[src/rtl/pipe_field.sv]
// pipe_field: parametrised obstacle-column scroller for the game top level.
// Holds NUM_PIPES pipe columns that scroll left on each game tick. Pipes that
// leave the screen re-spawn at a pseudo-random gap height taken from an
// internal LFSR. The block also counts score as the bird passes each pipe,
// and raises a registered, sticky collision flag for the game FSM.
// Everything runs on clk and is gated by the one-cycle tick strobe.
module pipe_field #(
   parameter int          NUM_PIPES    = 4,
   parameter int          COORD_W      = 12,
   parameter int          SCREEN_W     = 640,
   parameter int          PIPE_W       = 60,
   parameter int          PIPE_SPACING = 200,
   parameter int          GAP_H        = 120,
   parameter int          GAP_MIN      = 60,
   parameter int          GAP_BITS     = 8,
   parameter int          STEP_BASE    = 2,
   parameter int          BIRD_W       = 54,
   parameter int          BIRD_H       = 36,
   parameter int          FLOOR_Y      = 440,
   parameter int          SCORE_W      = 10,
   parameter logic [15:0] LFSR_SEED    = 16'hACE1
) (
   input  logic                           clk,
   input  logic                           rst,
   input  logic                           tick,
   input  logic                           run,
   input  logic                           restart,
   input  logic [1:0]                     speed_sel,
   input  logic signed [COORD_W-1:0]      bird_x,
   input  logic signed [COORD_W-1:0]      bird_y,
   output logic [NUM_PIPES*COORD_W-1:0]   pipe_x_bus,
   output logic [NUM_PIPES*COORD_W-1:0]   pipe_y_bus,
   output logic [SCORE_W-1:0]             score,
   output logic                           score_pulse,
   output logic                           collision
);

   // Two guard bits keep x - step, x + PIPE_W and wrap sums free of overflow.
   localparam int EXT_W  = COORD_W + 2;
   localparam int LFSR_W = 16;

   typedef logic signed [EXT_W-1:0] ext_t;

   localparam ext_t PIPE_W_EXT     = ext_t'(PIPE_W);
   localparam ext_t NEG_PIPE_W_EXT = ext_t'(-PIPE_W);
   localparam ext_t WRAP_SPAN_EXT  = ext_t'(NUM_PIPES * PIPE_SPACING);
   localparam ext_t BIRD_W_EXT     = ext_t'(BIRD_W);
   localparam ext_t BIRD_H_EXT     = ext_t'(BIRD_H);
   localparam ext_t GAP_H_EXT      = ext_t'(GAP_H);
   localparam ext_t FLOOR_EXT      = ext_t'(FLOOR_Y);
   localparam ext_t ZERO_EXT       = '0;

   // Gap-top used after reset: the middle of the random spawn range.
   localparam logic signed [COORD_W-1:0] RESET_GAP = COORD_W'(GAP_MIN + 2 ** (GAP_BITS - 1));
   localparam logic [SCORE_W-1:0]        SCORE_MAX = '1;

   // Registered state and its next-state values
   logic signed [COORD_W-1:0] pipe_x_reg  [NUM_PIPES];
   logic signed [COORD_W-1:0] pipe_x_next [NUM_PIPES];
   logic signed [COORD_W-1:0] pipe_y_reg  [NUM_PIPES];
   logic signed [COORD_W-1:0] pipe_y_next [NUM_PIPES];
   logic [LFSR_W-1:0]         lfsr_reg;
   logic [LFSR_W-1:0]         lfsr_next;
   logic [SCORE_W-1:0]        score_reg;
   logic [SCORE_W-1:0]        score_next;
   logic                      score_pulse_reg;
   logic                      score_pulse_next;
   logic                      collision_reg;
   logic                      collision_next;

   // Shared combinational terms
   logic                      scroll_en;
   ext_t                      step_ext;
   ext_t                      bird_x_ext;
   ext_t                      bird_y_ext;
   logic [NUM_PIPES-1:0]      pass_vec;
   logic [NUM_PIPES-1:0]      hit_vec;
   logic                      boundary_hit;

   // A scroll step only happens on a tick while playing; restart overrides it.
   assign scroll_en  = tick & run & ~restart;
   assign step_ext   = ext_t'(STEP_BASE * (int'(speed_sel) + 1));
   assign bird_x_ext = ext_t'(bird_x);
   assign bird_y_ext = ext_t'(bird_y);

   // Bird outside the playfield vertically: below the floor or above the top.
   assign boundary_hit = (bird_y_ext + BIRD_H_EXT > FLOOR_EXT) || (bird_y_ext < ZERO_EXT);

   // Fibonacci LFSR, taps 16,14,13,11 (bits 15,13,12,10).
   assign lfsr_next = {lfsr_reg[LFSR_W-2:0],
                       lfsr_reg[15] ^ lfsr_reg[13] ^ lfsr_reg[12] ^ lfsr_reg[10]};

   genvar gi;
   genvar gb;
   generate
      for (gi = 0; gi < NUM_PIPES; gi++) begin : g_pipe
         // Each pipe draws its spawn height from the LFSR rotated left by its
         // index, so pipes wrapping in the same cycle get different gaps.
         localparam int ROT = gi % LFSR_W;

         ext_t                x_ext;
         ext_t                y_ext;
         ext_t                nx_ext;
         logic                wrap;
         logic [GAP_BITS-1:0] gap_rand;

         for (gb = 0; gb < GAP_BITS; gb++) begin : g_gap_bit
            assign gap_rand[gb] = lfsr_reg[(gb - ROT + LFSR_W) % LFSR_W];
         end

         assign x_ext  = ext_t'(pipe_x_reg[gi]);
         assign y_ext  = ext_t'(pipe_y_reg[gi]);
         assign nx_ext = x_ext - step_ext;
         assign wrap   = (nx_ext <= NEG_PIPE_W_EXT);

         // The pipe's right edge crosses the bird's left edge on this step.
         assign pass_vec[gi] = scroll_en
                               && (x_ext + PIPE_W_EXT >= bird_x_ext)
                               && (nx_ext + PIPE_W_EXT < bird_x_ext);

         // Horizontal overlap with the column while not fully inside the gap.
         assign hit_vec[gi] = (bird_x_ext < x_ext + PIPE_W_EXT)
                              && (bird_x_ext + BIRD_W_EXT > x_ext)
                              && ((bird_y_ext < y_ext)
                                  || (bird_y_ext + BIRD_H_EXT > y_ext + GAP_H_EXT));

         assign pipe_x_next[gi] = !scroll_en ? pipe_x_reg[gi]
                                : wrap       ? COORD_W'(nx_ext + WRAP_SPAN_EXT)
                                :              COORD_W'(nx_ext);

         assign pipe_y_next[gi] = (scroll_en && wrap) ? COORD_W'(GAP_MIN + int'(gap_rand))
                                                      : pipe_y_reg[gi];

         assign pipe_x_bus[gi*COORD_W +: COORD_W] = pipe_x_reg[gi];
         assign pipe_y_bus[gi*COORD_W +: COORD_W] = pipe_y_reg[gi];
      end
   endgenerate

   // Score, score strobe and sticky collision next-state
   always_comb begin
      score_next       = score_reg;
      score_pulse_next = 1'b0;
      collision_next   = collision_reg | (|hit_vec) | boundary_hit;
      if (|pass_vec) begin
         score_pulse_next = 1'b1;
         if (score_reg != SCORE_MAX) begin
            score_next = score_reg + SCORE_W'(1);
         end
      end
   end

   // State register; rst and restart both return to the start-of-game state.
   always_ff @(posedge clk) begin
      if (rst || restart) begin
         for (int i = 0; i < NUM_PIPES; i++) begin
            pipe_x_reg[i] <= COORD_W'(SCREEN_W + i * PIPE_SPACING);
            pipe_y_reg[i] <= RESET_GAP;
         end
         lfsr_reg        <= LFSR_SEED;
         score_reg       <= '0;
         score_pulse_reg <= 1'b0;
         collision_reg   <= 1'b0;
      end else begin
         for (int i = 0; i < NUM_PIPES; i++) begin
            pipe_x_reg[i] <= pipe_x_next[i];
            pipe_y_reg[i] <= pipe_y_next[i];
         end
         lfsr_reg        <= lfsr_next;
         score_reg       <= score_next;
         score_pulse_reg <= score_pulse_next;
         collision_reg   <= collision_next;
      end
   end

   assign score       = score_reg;
   assign score_pulse = score_pulse_reg;
   assign collision   = collision_reg;

endmodule

[config.mk]
export PLATFORM = sky130hd
export DESIGN_NAME = pipe_field
export DESIGN_NICKNAME = d
export VERILOG_FILES = /design/src/rtl/pipe_field.sv
export SDC_FILE = /design/constraint.sdc
export NUM_CORES = 1
export LEC_CHECK = 0
export ABC_AREA = 0
export BUFFER_PORTS_ARGS = -buffer_cell sky130_fd_sc_hd__clkbuf_2
export CAP_MARGIN = 25
export CORE_MARGIN = 4
export CORE_UTILIZATION = 61
export DETAILED_ROUTE_END_ITERATION = 12
export GPL_TIMING_DRIVEN = 0
export PLACE_DENSITY = 0.82
export SLEW_MARGIN = 30
export SYNTH_ARGS = -nofsm -noshare
export SYNTH_HDL_FRONTEND = slang
export SYNTH_SLANG_ARGS = --single-unit
[constraint.sdc]
create_clock -name clk -period 9.3 [get_ports clk]
set_clock_uncertainty 0.1 [all_clocks]
set_input_delay 1.86 -clock clk [delete_from_list [all_inputs] [get_ports clk]]
set_output_delay 1.86 -clock clk [all_outputs]
set_load 0.02 [all_outputs]
==> results.cfg, run 1 <==
[routing]
dr.pass1.iters = 6
wl_mm = 46.6
routed_via_density = 6.47
wl_per_cell_um = 21.8
vias = 13847
drc = 0
drt_iter0_drc = 1543
antenna_left = 0

[yosys]
synth_edf_count = 0
yosys_warnings = 0
syn_area_mm2 = 0.0134
synthCells = 1711
synthDistinctLibCells = 84
yosys_register_bits = 108
synth_ff_type = dfxtp_1
synthArstFlopShare_pct = 0
syn_avg_cell_area_um2 = 7.81
seq_area_frac_synth_pct = 16.2

[layout]
fin_nets = 2151
antenna_cells = 0
largest_reg_flops = 44
final_common_cell = ha_1
layoutNonFillerInstCount = 2139
drive_gt1_share_pct = 11.1
final_cell_mix = ha_1 (261), nand2_1 (142), inv_1 (130)
area_growth_pct = 9.93

[die]
io_pins = 139
start_util_pct = 62.8
floorplan.die_area_mm2 = 0.0244
die_w_um = 156
row_count = 53
core_area_mm2 = 0.0213
die_h_um = 156

[worst_setup_path]
worst_ep_arrival_time_ns = 8.37
crit_required_ns = 9.50
end_kind = flop
critPathKind = in2reg
cpMostUsedCell = ha_1
crit_slowest_cell = or4b_2
crit_fanout = 10
cp_cell_sequence = clkbuf_2 -> ha_1 -> buf_2 -> buf_4 -> xnor2_1 -> ha_1 -> o21ai_1 -> nand2_1 -> xnor2_1 -> ha_1 -> nor2_1 -> a31o_2 -> nor3_1 -> a31oi_1 -> ha_1 -> or4b_2 -> a221o_1 -> o21ai_0 -> o221ai_1 -> and3_1 -> clkbuf_1 -> or4_1 -> a21oi_1
cp_slowest_stage_delay_ns = 0.60
crit_path_start_kind = input port

[clock_network]
htree_levels = 3
cts.repair.resized = 0
hold_buffers = 0
cts-buffers-inserted = 9
clock_sinks = 108
cts_tree = yes
clk-insertion-delay-late_ns = 0.37
postCtsSetupBuffers = 0
clockBufferDepth = 2
ctsRootBufferMaster = clkbuf_16
path_clk_slew_ns = 0.09

[sta]
rsz0062_at_grt = false
slew_headroom_pct = 29.8
period_needed_ns = 8.18
min_period_over_period_pct = 87.9
finalSetupViolations = 0
timing.final.hold_violations = 0
timing.fmax_mhz = 122
worst_pin_slew_ns = 1.05
finalSetupTns_ns = 0
slew_viol_final = 0

[global_routing]
antenna_found_initial = 1
grt_pass1_wl_mm = 71.4
grt_start_max_net_pins = 23
grtUsageTotal_pct = 37.3
grt-ovfl-total = 0
first_global_vias = 13117

[power]
p_int_uw = 849
power_frac_seq_pct = 34.0
peakVddDrop_mv = 0.0971
p_switching_uw = 555
clockPowerShare_pct = 30.5
power.density_mw_per_mm2 = 95.5
leakage_nw = 6.76
power_frac_comb_pct = 35.6
swShare_pct = 39.5

[placed_design]
dp_cells = 2123
place_congestion = 0.998
io_buffers = 122
hpwlAfterDp_mm = 35.9

[run]
cap_violations = 0

[worst_hold_path]
hp-class = reg2reg

[status]
status = finished, final reports clean
## path summary, 6_finish.rpt
kind	from	endpoint	slack, ns	cells after the start
worst max-delay path	speed_sel[0]	score[9]	1.12	23
worst min-delay path	lfsr_reg[9]	lfsr_reg[10]	0.33	1
worst max register to register	pipe_x_reg[3][1]	score[9]	2.96	21
worst min register to register	lfsr_reg[9]	lfsr_reg[10]	0.33	1
## worst max-delay path, delay by kind of cell
family / cells / cell delay, ns
AND/OR/NAND/NOR: 6 / 2.25
buffers and inverters: 4 / 0.82
XOR/XNOR: 2 / 0.59
AO/OA/AOI/OAI: 7 / 1.69
adder cells (fa/ha/maj): 4 / 1.14
## layer usage
layer	share of wire [%]	vias up	track usage, %
met5	0	-	0
met4	4.9	0	16.9
met3	11	169	7.74
met2	43	748	56.7
met1	41	6472	50.7
li1	-	6458	-
## synthesized netlist by cell type, drive strengths merged, types with 9 or more instances
| cell type | instances | share of area, % |
|---|---|---|
| a211oi | 24 | 1.5 |
| a21o | 31 | 1.7 |
| a21oi | 110 | 4.2 |
| a31oi | 20 | 0.98 |
| and2 | 13 | 0.61 |
| and3 | 17 | 0.80 |
| and4 | 9 | 0.59 |
| buf | 32 | 1.6 |
| clkbuf | 40 | 1.1 |
| dfxtp | 108 | 16 |
| ha | 261 | 24 |
| inv | 131 | 3.7 |
| mux2i | 15 | 1.1 |
| nand2 | 143 | 4.1 |
| nand2b | 10 | 0.47 |
| nand3 | 77 | 2.9 |
| nand4 | 33 | 1.5 |
| nor2 | 120 | 3.4 |
| nor2b | 20 | 0.94 |
| nor3 | 31 | 1.2 |
| nor4 | 14 | 0.77 |
| o211ai | 38 | 2.1 |
| o21a | 21 | 1.2 |
| o21ai | 78 | 2.9 |
| or2 | 9 | 0.42 |
| or3 | 29 | 1.4 |
| xnor2 | 128 | 8.4 |
| xor2 | 34 | 2.2 |
## cell type report
| class | count | area [µm²] |
|---|---|---|
| repair buffers | 122 | 611 |
| fillers | 1824 | 6590 |
| clock inverters | 7 | 88.8 |
| well taps | 275 | 344 |
| flip-flops and latches | 108 | 2160 |
| plain buffers | 72 | 369 |
| multi-input cells | 1410 | 10400 |
| clock buffers | 9 | 225 |
| inverters | 136 | 510 |
## cell families (layout without fill, tap and decap cells)
group	count (synthesis)	after routing	synth area share (%)
fa+ha+maj	261	261	24.4
compound gates	403	403	20.2
xor+xnor	162	162	10.7
simple gates	552	552	20.8
flops	108	108	16.2
mux	16	16	1.21
buf+inv	208	346	6.56
other cells	1	16	0.0280
## stage by stage
| step | power [mW] | hold WS [ns] | setup WS, ns | area (µm²) | util (%) |
|---|---|---|---|---|---|
| after floorplan | 0.824 | 0.284 | 2.13 | 13400 | - |
| after detailed placement | 0.967 | 0.312 | 0.845 | 14400 | 67.6 |
| after global placement | 0.949 | 0.296 | 0.995 | 14400 | 67.6 |
| final | 1.40 | 0.333 | 1.12 | 14700 | 69.0 |
| after CTS | 1.39 | 0.340 | 1.24 | 14700 | 69.0 |
| after global routing | 1.47 | 0.356 | 0.729 | 14700 | 69.0 |
## power groups by stage
stage	clock network (mW)	registers, mW	logic (mW)
6_report	0.428	0.477	0.500
4_1_cts	0.430	0.477	0.483
5_1_grt	0.447	0.478	0.549
2_1_floorplan	0	0.489	0.334
3_3_place_gp	0	0.487	0.462
3_5_place_dp	0	0.488	0.479
Power figures use the tool's default switching activity.
==> inputs of run 2 (changes only) <==
--- a/config.mk
+++ b/config.mk
@@ -12,7 +12,7 @@
 export CORE_UTILIZATION = 61
 export DETAILED_ROUTE_END_ITERATION = 12
 export GPL_TIMING_DRIVEN = 0
-export PLACE_DENSITY = 0.82
+export PLACE_DENSITY = 0.92
 export SLEW_MARGIN = 30
 export SYNTH_ARGS = -nofsm -noshare
 export SYNTH_HDL_FRONTEND = slang
==> run 2 against run 1 <==
Net effect: cell count stayed put; critical endpoint unchanged; cell area about the same; global-route usage down 0.81 points.
==> results.cfg, run 2 (synthesis gave the netlist of run 1 again) <==
[worst_setup_path]
r2r_slack_ns = 2.89
cpMostUsedCell = ha_1
crit_start = speed_sel[0]
reg2reg_to = score[9]
crit_path_start_kind = input port
end_kind = flop
crit_end = score[9]
critPathKind = in2reg
crit_fanout = 10
crit_slowest_cell = or4b_2
r2r_cells = 21
cp_cell_sequence = clkbuf_2 -> ha_1 -> buf_2 -> buf_4 -> xnor2_1 -> ha_1 -> o21ai_1 -> nand2_1 -> xnor2_1 -> ha_1 -> nor2_1 -> a31o_2 -> nor3_1 -> a31oi_1 -> ha_1 -> or4b_2 -> a221o_1 -> o21ai_0 -> o221ai_1 -> and3_1 -> clkbuf_1 -> or4_1 -> a21oi_1
crit_required_ns = 9.49
worst_ep_arrival_time_ns = 8.42
cp_slowest_stage_delay_ns = 0.60
r2r-start = pipe_x_reg[3][1]

[layout]
final_common_cell = ha_1
antenna_cells = 0
largest_reg_flops = 44
fin_nets = 2151
area_growth_pct = 9.91
final_cell_mix = ha_1 (261), nand2_1 (142), inv_1 (130)
multi_input_area_mm2 = 0.0104
seqCellArea_mm2 = 0.00216
drive_gt1_share_pct = 11.0
final.fill_count = 1769

[die]
start_util_pct = 62.8
floorplan.die_area_mm2 = 0.0244
core_area_mm2 = 0.0213
die_h_um = 156
die_w_um = 156
io_pins = 139
row_count = 53

[power]
power.density_mw_per_mm2 = 95.2
peakVddDrop_mv = 0.103
leakage_nw = 6.76

[sta]
timing.final.hold_violations = 0
period_needed_ns = 8.22
timing.fmax_mhz = 122
finalSetupViolations = 0
slew_headroom_pct = 27.7
finalSetupTns_ns = 0
rsz0062_at_grt = false
slew_viol_final = 0
whs_ns = 0.317
worst_pin_slew_ns = 1.08
min_period_over_period_pct = 88.4

[clock_network]
postCtsSetupBuffers = 0
clk-insertion-delay-late_ns = 0.38
htree_levels = 3
ctsRootBufferMaster = clkbuf_16
path_clk_slew_ns = 0.08
clockBufferDepth = 2
hold_buffers = 0
cts.repair.resized = 0
cts-buffers-inserted = 9
cts_tree = yes
clock_sinks = 108

[routing]
drt_iter0_drc = 1471
vias = 13966
routed_via_density = 6.53
drc = 0
dr.max_layer_used = met4
met2WireLength_mm = 19.4
met1_length_mm = 18.3
wl_per_cell_um = 21.4
antenna_left = 0
wl_mm = 45.7
route.met3.wl_mm = 5.29
dr.pass1.iters = 6

[global_routing]
grtUsageTotal_pct = 36.5
grt_pass1_wl_mm = 70.3
grt-ovfl-total = 0
grt_start_max_net_pins = 23
antenna_found_initial = 0
first_global_vias = 13265

[run]
cap_violations = 0

[status]
status = finished, final reports clean

[placed_design]
hpwlAfterDp_mm = 35.3
place_congestion = 0.974
io_buffers = 122

[worst_hold_path]
hp-class = reg2reg
holdPathStages = 1
-- run 2: cell count changes in the layout (fill, tap and decap cells not counted), sizes merged --
cell / delta
clkbuf: -1
buf: +1
-- run 2: worst min-delay path by stage --
stage | start | end | slack (ns)
final | lfsr_reg[9] | lfsr_reg[10] | 0.32
after global routing | lfsr_reg[9] | lfsr_reg[10] | 0.33
after CTS | lfsr_reg[9] | lfsr_reg[10] | 0.32
after detailed placement | lfsr_reg[9] | lfsr_reg[10] | 0.29
after global placement | lfsr_reg[9] | lfsr_reg[10] | 0.30
after floorplan | lfsr_reg[9] | lfsr_reg[10] | 0.28
-- run 2: routing by layer --
metal / track usage (%) / up-vias
li1: - / 6450
met1: 48.7 / 6451
met2: 55.9 / 850
met3: 6.27 / 215
met4: 20.1 / 0
met5: 0 / -
-- run 2: per-stage QoR --
| step | area [µm²] | util [%] | total power, mW | instances | worst slack (ns) |
|---|---|---|---|---|---|
| 6_report | 14700 | 69.0 | 1.40 | 2139 | 1.08 |
| 5_1_grt | 14700 | 69.0 | 1.46 | 2139 | 0.732 |
| 4_1_cts | 14700 | 69.0 | 1.38 | 2139 | 1.23 |
| 3_5_place_dp | 14400 | 67.6 | 0.966 | 2123 | 0.917 |
| 3_3_place_gp | 14400 | 67.6 | 0.945 | 2123 | 1.03 |
| 2_1_floorplan | 13400 | - | 0.824 | 1726 | 2.13 |
-- run 2: final cells by class --
cell class,instances,area share (%)
flip-flops and latches,108,14.7
inverters,136,3.47
well taps,275,2.34
repair buffers,122,4.15
clock inverters,7,0.605
clock buffers,9,1.53
multi-input cells,1410,70.7
plain buffers,72,2.49
-- run 2: power breakdown --
part           total [mW]  switching (mW)  internal [mW]
clock               0.423           0.226          0.196
combinational       0.500           0.315          0.185
sequential          0.477         0.00797          0.469
total                1.40           0.549          0.850
-- run 2: critical path: cells and delay by family --
kind / cells / cell delay, ns
xor gates and xnor gates: 2 / 0.59
and+or+nand+nor: 6 / 2.25
adders and majority gates: 4 / 1.16
buffers and inverters: 4 / 0.82
AOI/OAI and AO/OA: 7 / 1.72
==> inputs of run 3 (changes only) <==
--- a/config.mk
+++ b/config.mk
@@ -9,10 +9,11 @@
 export BUFFER_PORTS_ARGS = -buffer_cell sky130_fd_sc_hd__clkbuf_2
 export CAP_MARGIN = 25
 export CORE_MARGIN = 4
-export CORE_UTILIZATION = 61
+export CORE_UTILIZATION = 40
 export DETAILED_ROUTE_END_ITERATION = 12
 export GPL_TIMING_DRIVEN = 0
-export PLACE_DENSITY = 0.92
+export PLACE_DENSITY = 0.68
+export SKIP_CTS_REPAIR_TIMING = 1
 export SLEW_MARGIN = 30
 export SYNTH_ARGS = -nofsm -noshare
 export SYNTH_HDL_FRONTEND = slang
==> run 3 against run 2 <==
Net effect: global-route usage fell by 11 points; sequential power barely moved; combinational power barely moved; non-clock buffer count did not move; highest routed layer unchanged; clock-buffer cell count did not move; routed wire length rose by 4.0%; maximum frequency rose by 2.5%; via count fell by 3.7%; first-iteration DRC count fell by 0.88%; setup slack improved by 0.20 ns; die area rose by 50%.
==> results.cfg, run 3 (synthesis gave the netlist of run 1 again) <==
[status]
status = finished, final reports clean

[layout]
antenna_cells = 0
final_common_cell = ha_1
final_cell_mix = ha_1 (261), nand2_1 (142), inv_1 (130)
largest_reg_flops = 44
final.fill_count = 3294
drive_gt1_share_pct = 11.1
layoutNonFillerInstCount = 2306
fin_nets = 2151
area_growth_pct = 11.6

[routing]
drc = 0
vias = 13454
routed_via_density = 5.83
drt_iter0_drc = 1458
wl_mm = 47.5
antenna_left = 0
dr.pass1.iters = 6
wl_per_cell_um = 20.6

[clock_network]
path_clk_slew_ns = 0.08
htree_levels = 3
cts-buffers-inserted = 9
ctsRootBufferMaster = clkbuf_16
cts_tree = yes
clockBufferDepth = 2
clk-insertion-delay-late_ns = 0.39
clock_sinks = 108

[sta]
finalSetupViolations = 0
worst_pin_slew_ns = 1.12
rsz0062_at_grt = false
period_needed_ns = 8.02
timing.final.hold_violations = 0
min_period_over_period_pct = 86.3
slew_headroom_pct = 25.2
finalSetupTns_ns = 0
timing.fmax_mhz = 125
slew_viol_final = 0

[placed_design]
io_buffers = 122
dp_cells = 2290
place_congestion = 0.968
hpwlAfterDp_mm = 36.7

[global_routing]
grt_start_max_net_pins = 22
grt-ovfl-total = 0
antenna_found_initial = 0
grt_pass1_wl_mm = 71.6
grtUsageTotal_pct = 25.2
first_global_vias = 12591

[die]
io_pins = 139
row_count = 66
start_util_pct = 40.8
floorplan.die_area_mm2 = 0.0364
die_h_um = 191
core_area_mm2 = 0.0328
die_w_um = 191

[worst_setup_path]
crit_start = speed_sel[0]
crit_path_start_kind = input port
end_kind = flop
critPathKind = in2reg
worst_ep_arrival_time_ns = 8.22
r2r_slack_ns = 3.11
crit_end = score[9]
crit_required_ns = 9.50
r2r-start = pipe_x_reg[3][1]
r2r_cells = 21
crit_fanout = 10
reg2reg_to = score[9]

[power]
leakage_nw = 6.77
peakVddDrop_mv = 0.0842
power.density_mw_per_mm2 = 95.8

[worst_hold_path]
hp-class = reg2reg

[run]
cap_violations = 0
==> run 3: cell type report <==
class / count / area (µm²) / share of cell area (%)
timing repair buffer: 122 / 611 / 4.09
clock buffer: 9 / 225 / 1.51
sequential: 108 / 2160 / 14.5
tap: 442 / 553 / 3.71
inverter: 136 / 510 / 3.42
buffer: 72 / 369 / 2.47
clock inverter: 7 / 103 / 0.688
multi-input combinational: 1410 / 10400 / 69.6
==> run 3: power breakdown <==
part | leakage, nW | total (mW) | switching, mW | internal, mW
logic | 5.73 | 0.498 | 0.316 | 0.183
registers | 0.876 | 0.477 | 0.00839 | 0.469
clock network | 0.160 | 0.454 | 0.234 | 0.221
==> run 3: stage by stage <==
step / hold slack [ns] / setup WS, ns / utilization (%) / cell area, µm² / power, mW
after global routing: 0.339 / 0.798 / 45.5 / 14900 / 1.50
after detailed placement: 0.298 / 1.06 / 44.5 / 14600 / 0.969
final: 0.312 / 1.28 / 45.5 / 14900 / 1.43
after floorplan: 0.284 / 2.13 / - / 13400 / 0.824
after global placement: 0.301 / 1.17 / 44.5 / 14600 / 0.954
after CTS: 0.317 / 1.43 / 45.5 / 14900 / 1.42
==> run 3: how the worst min path moves through the flow <==
stage	endpoint	start	depth (start not counted)	slack [ns]
2_1_floorplan	lfsr_reg[10]	lfsr_reg[9]	1	0.28
3_3_place_gp	lfsr_reg[10]	lfsr_reg[9]	1	0.30
3_5_place_dp	lfsr_reg[10]	lfsr_reg[9]	1	0.30
4_1_cts	lfsr_reg[10]	lfsr_reg[9]	1	0.32
5_1_grt	lfsr_reg[12]	lfsr_reg[11]	1	0.34
6_report	lfsr_reg[10]	lfsr_reg[9]	1	0.31
==> run 3: layer usage <==
layer	track usage, %	vias to the layer above	share of wire (%)
li1	-	6464	-
met1	34.5	6286	44
met2	40.3	573	44
met3	3.33	131	7.8
met4	9.89	0	4.0
met5	0	-	0
==> run 3: critical path: stages <==
cell      delay [ns]
clkbuf_2        0.10
ha_1            0.26
buf_2           0.28
buf_4           0.29
xnor2_1         0.09
ha_1            0.22
o21ai_1         0.35
nand2_1         0.18
xnor2_1         0.44
ha_1            0.26
nor2_1          0.05
a31o_2          0.23
nor3_1          0.56
a31oi_1         0.24
ha_1            0.39
or4b_2          0.60
a221o_1         0.27
o21ai_0         0.17
o221ai_1        0.23
and3_1          0.26
clkbuf_1        0.20
or4_1           0.54
a21oi_1         0.15
